==> src/rtl/fsk_rx_controller.sv <==
// Gates the demodulated line into a 12-bit UART deserializer, arms on a start bit, watchdogs frame strobes and buffers words.
// Word visible on rx_word one cycle after des_status; a full FIFO drops the new word (sticky overflow) unless popped that cycle.
module fsk_rx_controller #(
  parameter int FRAME_W    = 12,
  parameter int FIFO_DEPTH = 4,
  parameter int TIMEOUT    = 256
) (
  input  logic                            clk,
  input  logic                            rst_n,
  input  logic                            enable,
  input  logic                            rx_in,
  output logic                            des_rx,
  input  logic [FRAME_W-1:0]              des_data,
  input  logic                            des_status,
  output logic [FRAME_W-1:0]              rx_word,
  output logic                            rx_valid,
  input  logic                            rx_ready,
  output logic [$clog2(FIFO_DEPTH):0]     fifo_count,
  output logic                            overflow,
  output logic                            timeout_err,
  input  logic                            clear_err,
  output logic [15:0]                     frame_cnt
);

  localparam int AW = (FIFO_DEPTH > 1) ? $clog2(FIFO_DEPTH) : 1;
  localparam int CW = $clog2(FIFO_DEPTH) + 1;
  localparam int WW = (TIMEOUT > 1) ? $clog2(TIMEOUT) : 1;
  localparam logic [CW-1:0] DEPTH_C = CW'(FIFO_DEPTH);
  localparam logic [WW-1:0] WD_LAST = WW'(TIMEOUT - 1);

  typedef enum logic [1:0] {IDLE, ARM, RECV} state_t;

  state_t              state;
  logic [WW-1:0]       watchdog;
  logic [FRAME_W-1:0]  mem [FIFO_DEPTH];
  logic [AW-1:0]       wr_ptr;
  logic [AW-1:0]       rd_ptr;
  logic [CW-1:0]       count;

  logic push;
  logic pop;
  logic full;
  logic accept;
  logic drop;
  logic wd_expire;

  assign push      = des_status && (state == RECV);
  assign full      = (count == DEPTH_C);
  assign pop       = rx_valid && rx_ready;
  // A pop in the same cycle frees the slot the new word lands in.
  assign accept    = push && (!full || pop);
  assign drop      = push && full && !pop;
  assign wd_expire = enable && (state == RECV) && !des_status && (watchdog == WD_LAST);

  assign des_rx     = (state == IDLE) ? 1'b1 : rx_in;
  assign rx_valid   = (count != '0);
  assign rx_word    = mem[rd_ptr];
  assign fifo_count = count;

  always_ff @(posedge clk or negedge rst_n) begin
    if (!rst_n) begin
      state    <= IDLE;
      watchdog <= '0;
    end else if (!enable) begin
      state    <= IDLE;
      watchdog <= '0;
    end else begin
      case (state)
        IDLE: state <= ARM;
        ARM: begin
          if (!rx_in) begin
            state    <= RECV;
            watchdog <= '0;
          end
        end
        RECV: begin
          if (des_status) begin
            watchdog <= '0;
          end else if (wd_expire) begin
            state    <= ARM;
            watchdog <= '0;
          end else begin
            watchdog <= watchdog + WW'(1);
          end
        end
        default: begin
          state    <= IDLE;
          watchdog <= '0;
        end
      endcase
    end
  end

  always_ff @(posedge clk or negedge rst_n) begin
    if (!rst_n) begin
      for (int i = 0; i < FIFO_DEPTH; i++) mem[i] <= '0;
      wr_ptr    <= '0;
      rd_ptr    <= '0;
      count     <= '0;
      frame_cnt <= '0;
    end else begin
      if (accept) begin
        mem[wr_ptr] <= des_data;
        wr_ptr      <= wr_ptr + AW'(1);
        frame_cnt   <= frame_cnt + 16'd1;
      end
      if (pop) rd_ptr <= rd_ptr + AW'(1);
      count <= count + CW'(accept) - CW'(pop);
    end
  end

  // Setting event beats clear_err in the same cycle.
  always_ff @(posedge clk or negedge rst_n) begin
    if (!rst_n) begin
      overflow    <= 1'b0;
      timeout_err <= 1'b0;
    end else begin
      if (clear_err) begin
        overflow    <= 1'b0;
        timeout_err <= 1'b0;
      end
      if (drop)      overflow    <= 1'b1;
      if (wd_expire) timeout_err <= 1'b1;
    end
  end

endmodule

==> config.mk <==
export PLATFORM = sky130hd
export DESIGN_NAME = fsk_rx_controller
export DESIGN_NICKNAME = d
export VERILOG_FILES = /design/src/rtl/fsk_rx_controller.sv
export SDC_FILE = /design/constraint.sdc
export NUM_CORES = 1
export LEC_CHECK = 0
export CORE_MARGIN = 8
export CORE_UTILIZATION = 49
export DETAILED_ROUTE_END_ITERATION = 16
export PLACE_DENSITY = 0.76
export SLEW_MARGIN = 40
export SYNTH_ARGS = -nofsm -noshare
export SYNTH_HDL_FRONTEND = slang
export SYNTH_SLANG_ARGS = --single-unit
==> constraint.sdc <==
create_clock -name clk -period 2.5 [get_ports clk]
set_clock_uncertainty 0.05 [all_clocks]
set_input_delay 0.5 -clock clk [delete_from_list [all_inputs] [get_ports clk]]
set_output_delay 0.5 -clock clk [all_outputs]
set_load 0.02 [all_outputs]
# Word-level counts from Yosys, hierarchy flattened
# Cells that the tools add are included.
# word_totals
out_inout_bits	35
input_bits	19
reg_bits	83
# classes
mux	20
reduce_logical	19
add_sub_neg	6
n_eq_ne	8
bitwise	2
order_cmp	3
# ops
operator	n
$bwmux W48	1
$mux W12	3
$mux W8	4
$bmux W12 S2	1
$demux W12 S2	1
$pmux W8 S3	1
$add A16 B1 Y16 const B	1
$logic_and A1 B1 Y1	9
$ne A3 B3 Y1 const B	3
$add A8 B1 Y8 const B	1
$eq A8 B8 Y1 const B	1
$mux W2	4
$ge A3 B3 Y1 const B	2
$not A2 Y3	2
$pmux W2 S3	1
$add A2 B1 Y2 const B	2
$mux W1	4
$reduce_bool A2 Y1	2
$add A3 B1 Y3	1
$eq A3 B3 Y1 const B	1
$logic_not A1 Y1	3
$lt A3 B1 Y1 const B	1
$reduce_and A3 Y1	1
$reduce_bool A3 Y1	1
other kinds (7)	7

# Depth between registers and ports, before layout
# depth
word_depth	8
depth_mapped	11

# Worst setup path before layout
# No wires, ideal clock.
# synth_timing
path_type	reg2reg
startpoint	reg count[1] (netlist: fifo_count[1])
endpoint	reg count[2] (netlist: fifo_count[2])
n_path_buf	0
t_arrival_ns	2.384
stages_incl_launch_ff	10
synth_period_minus_slack_ns	2.569
setup_slack_ns	-0.069
path_cell_list	dfrtp_1 or3_1 and2_1 ha_1 inv_1 ha_1 inv_1 fa_1 xnor2_1 xnor2_1
# synth_via
elab_chain_len	6
# synth_lines
item	line_no	text
start: declaration	38	logic [CW-1:0] count;
start signal: assignment	108	count <= count + CW'(accept) - CW'(pop);
$reduce_bool A3 Y1 (*)	56	assign rx_valid = (count != '0);
net rx_valid	16	output logic rx_valid,
$logic_and A1 B1 Y1 (*)	49	assign pop = rx_valid && rx_ready;
net pop	41	logic pop;
$logic_or A1 B1 Y1	51	assign accept = push && (!full || pop);
$logic_and A1 B1 Y1	51	
$add A3 B1 Y3	108	
$sub A3 B1 Y3 (*)	108	
# Mark *: on every way through the listed nets, which the timed path passes. The rest lies on a longest branch.
# A chain may end at the register's enable or synchronous reset.

# Worst setup path in the final report
# layout_timing
startpoint	reg rd_ptr[0]
endpoint	out rx_word[6]
# layout_via
elab_chain_len	4
# layout_lines
item	line_no	text
start: declaration	37	logic [AW-1:0] rd_ptr;
start signal: assignment	107	if (pop) rd_ptr <= rd_ptr + AW'(1);
$not A2 Y3 (not written as such)	57	assign rx_word = mem[rd_ptr];
$bmux W12 S2	57	
$mux W12 (not written as such) (2 in series)	57	
end: declaration	15	output logic [FRAME_W-1:0] rx_word,
# Every way passes these cells. The select of a mux whose other input is x is not followed.

==> flow_summary.json <==
{
  "cts_tree": "done",
  "io-pin-count": 54,
  "relSlewSlack": 0.630,
  "viasPerCell": 5.32,
  "crit_arrival_ns": 1.81,
  "worstSetupPathType": "flop to output port",
  "ir_drop_mv": 0.564,
  "dp_hpwl_um": 5160,
  "hold_viol": 0,
  "register_area_um2": 2080,
  "rows": 32,
  "startpoint_type": "flop",
  "synth_edf_count": 0,
  "syn-instance-count": 275,
  "synth_cell_types": 42,
  "drive_gt1_frac": 0.201,
  "initial_utilization": 0.500,
  "async_reset_ff_frac": 1.00,
  "synth-main-ff-cell": "dfrtp_1",
  "slew_viol_final": 0,
  "outcome": "completed",
  "gp_congestion": 0.795,
  "wirelength_um": 7330,
  "insertion_delay_ns": 0.34,
  "nNetsFinal": 372,
  "syn_area_per_cell_um2": 13.8,
  "die_y_um": 104,
  "syn_nets": 303,
  "die_area_um2": 10800,
  "grt_usage": 0.143,
  "cts_hold_buf": 0,
  "period_needed_ns": 2.36,
  "setup_viol": 0,
  "ant_nets": 0,
  "leakage_uw": 0.00221,
  "rsz0062_at_grt": "no",
  "worst_pin_slew_ns": 0.553,
  "port-buffer-count": 53,
  "core_region_area_um2": 7610,
  "fill_cells": 626,
  "multiInputGateArea_um2": 1630,
  "crit_path_max_fanout": 12,
  "drc": 0,
  "fin_setup_tns_ns": 0,
  "ys_ff_latch": 83,
  "crit_path_cell_trace": "buf_12 > mux4_2 > dlygate4sd2_1",
  "synthToLayoutAreaGrowth_pct": 24.4,
  "grt_max_degree": 36,
  "syn_area_um2": 3800,
  "fmax_mhz": 423,
  "drtPass1Iterations": 4,
  "fin_crit_sh": 0.946,
  "powerDensity_nw_per_um2": 962,
  "clockBufferDepth": 2,
  "first_iter_violations": 61,
  "htree_num_levels": 3,
  "grt_pass1_vias": 2607,
  "antenna_found_initial": 0,
  "worst_setup_path_end_kind": "output port",
  "stdcell_area_um2": 4730,
  "numCtsBuffers": 9,
  "placed_area_um2": 4550,
  "cp_slowest_cell": "mux4_2",
  "ys_seq_area_frac": 0.546,
  "diodes": 0,
  "slowest_delay_ns": 0.51,
  "cap_violations": 0,
  "cp.buffers_inverters": 2,
  "ys_warn_count": 0,
  "vias": 2401,
  "wl_per_cell_um": 16.3,
  "ctsResizeCount": 13,
  "cts.clk_slew.worst_paths_ns": 0.08,
  "postCtsSetupBuffers": 0,
  "hp-class": "input port to async pin",
  "globalRoute.totalOverflow": 0,
  "cts-root-buf": "clkbuf_8",
  "die_x_um": 104,
  "crit_family": "buffers and inverters",
  "cts.sinks": 83,
  "grt_first_pass_wirelength_um": 12700,
  "critPathRequiredTime_ns": 1.95
}
power breakdown:
part	internal [uW]	total, uW	switching, uW	leakage, uW
clock	488	947	458	0.0000926
sequential	1750	2030	278	0.00110
combinational	874	1570	700	0.00102
total	3110	4550	1440	0.00221
metrics by stage:
step                utilization  total power (uW)  hold slack [ns]  worst slack, ns  cells
finish                    0.621              4550          0.00504            0.136    451
global route              0.621              4840           0.0180           0.0206    451
CTS                       0.621              4620          0.00430           0.0977    451
detailed placement        0.598              3760            0.384           -0.214    435
global placement          0.598              3690            0.382           -0.148    435
floorplan                     -              3030            0.154          0.00487    275
cells in the final DEF (no fill, tap or decap), drive strengths merged, types with 3 or more instances in the layout:
cell and instances:
dfrtp 83, inv 10, mux4 12, clkdlybuf4s50 40, o21ai 11, and4 3, and3 4, buf 16
mux2 50, nand4 3, nand3 9, ha 8, nor2 5, xnor2 16, xor2 4, and2 3
clkbuf 12, dlygate4sd2 12, nand2 18
layer usage:
layer / share of wire / GRT usage / up-vias / routed length [um]
li1: - / - / 1120 / -
met1: 0.46 / 0.183 / 1218 / 3370
met2: 0.46 / 0.216 / 55 / 3410
met3: 0.063 / 0.0446 / 8 / 459
met4: 0.013 / 0.0672 / 0 / 95
met5: 0 / 0 / - / 0
state kept, by name (all words and copies together) (netlist names):
signal and flops:
fifo_count 3, frame_cnt 16, mem 48, overflow 1, rd_ptr 2, state 2, timeout_err 1, watchdog 8
wr_ptr 2
cells by family after synthesis:
group	Yosys count	share of synthesized area
buffers and inverters	20	0.0273
flip-flops	83	0.546
multiplexers	62	0.219
adder cells (fa/ha/maj)	9	0.0316
AND/OR/NAND/NOR	58	0.0912
XOR/XNOR	20	0.0461
AO/OA/AOI/OAI	23	0.0382
synth_stat cells (2+ instances only):
cell type	n	area share
a21oi_1	2	0.0026
a22o_1	2	0.0046
and2_1	3	0.0049
and3_1	4	0.0066
and4_1	3	0.0069
buf_2	2	0.0026
buf_6	3	0.0089
clkbuf_1	3	0.0030
dfrtp_1	83	0.55
ha_1	8	0.026
inv_1	10	0.0099
mux2_1	30	0.089
mux2_2	20	0.059
mux4_2	12	0.071
nand2_1	15	0.015
nand2_2	3	0.0049
nand2b_1	2	0.0033
nand3_1	9	0.012
nand4_1	3	0.0049
nor2_1	5	0.0049
nor2b_1	2	0.0033
nor4_2	2	0.0066
o21ai_0	11	0.014
or3_1	2	0.0033
xnor2_1	16	0.037
xor2_1	4	0.0092
final cells by class:
class                           count  area share
Clock inverter                      4      0.0106
Multi-Input combinational cell    172       0.344
Inverter                           10     0.00794
Sequential cell                    83       0.440
Tap cell                          102      0.0270
Timing Repair Buffer               68       0.140
Clock buffer                       12      0.0307
path summary, 6_finish.rpt:
check / startpoint / to / slack, ns / cells after the start
worst max-delay path: rd_ptr[0] / rx_word[6] / 0.14 / 3
min in group clk: frame_cnt[15] / frame_cnt[15] / 0.43 / 1
worst max register to register: fifo_count[2] / fifo_count[2] / 0.21 / 9
worst min register to register: frame_cnt[15] / frame_cnt[15] / 0.43 / 1
max in group asynchronous: rst_n / mem[26] / 1.77 / 2
worst min-delay path: rst_n / mem[34] / 0.005 / 1
Note: power is estimated with default switching activity, not from simulation.
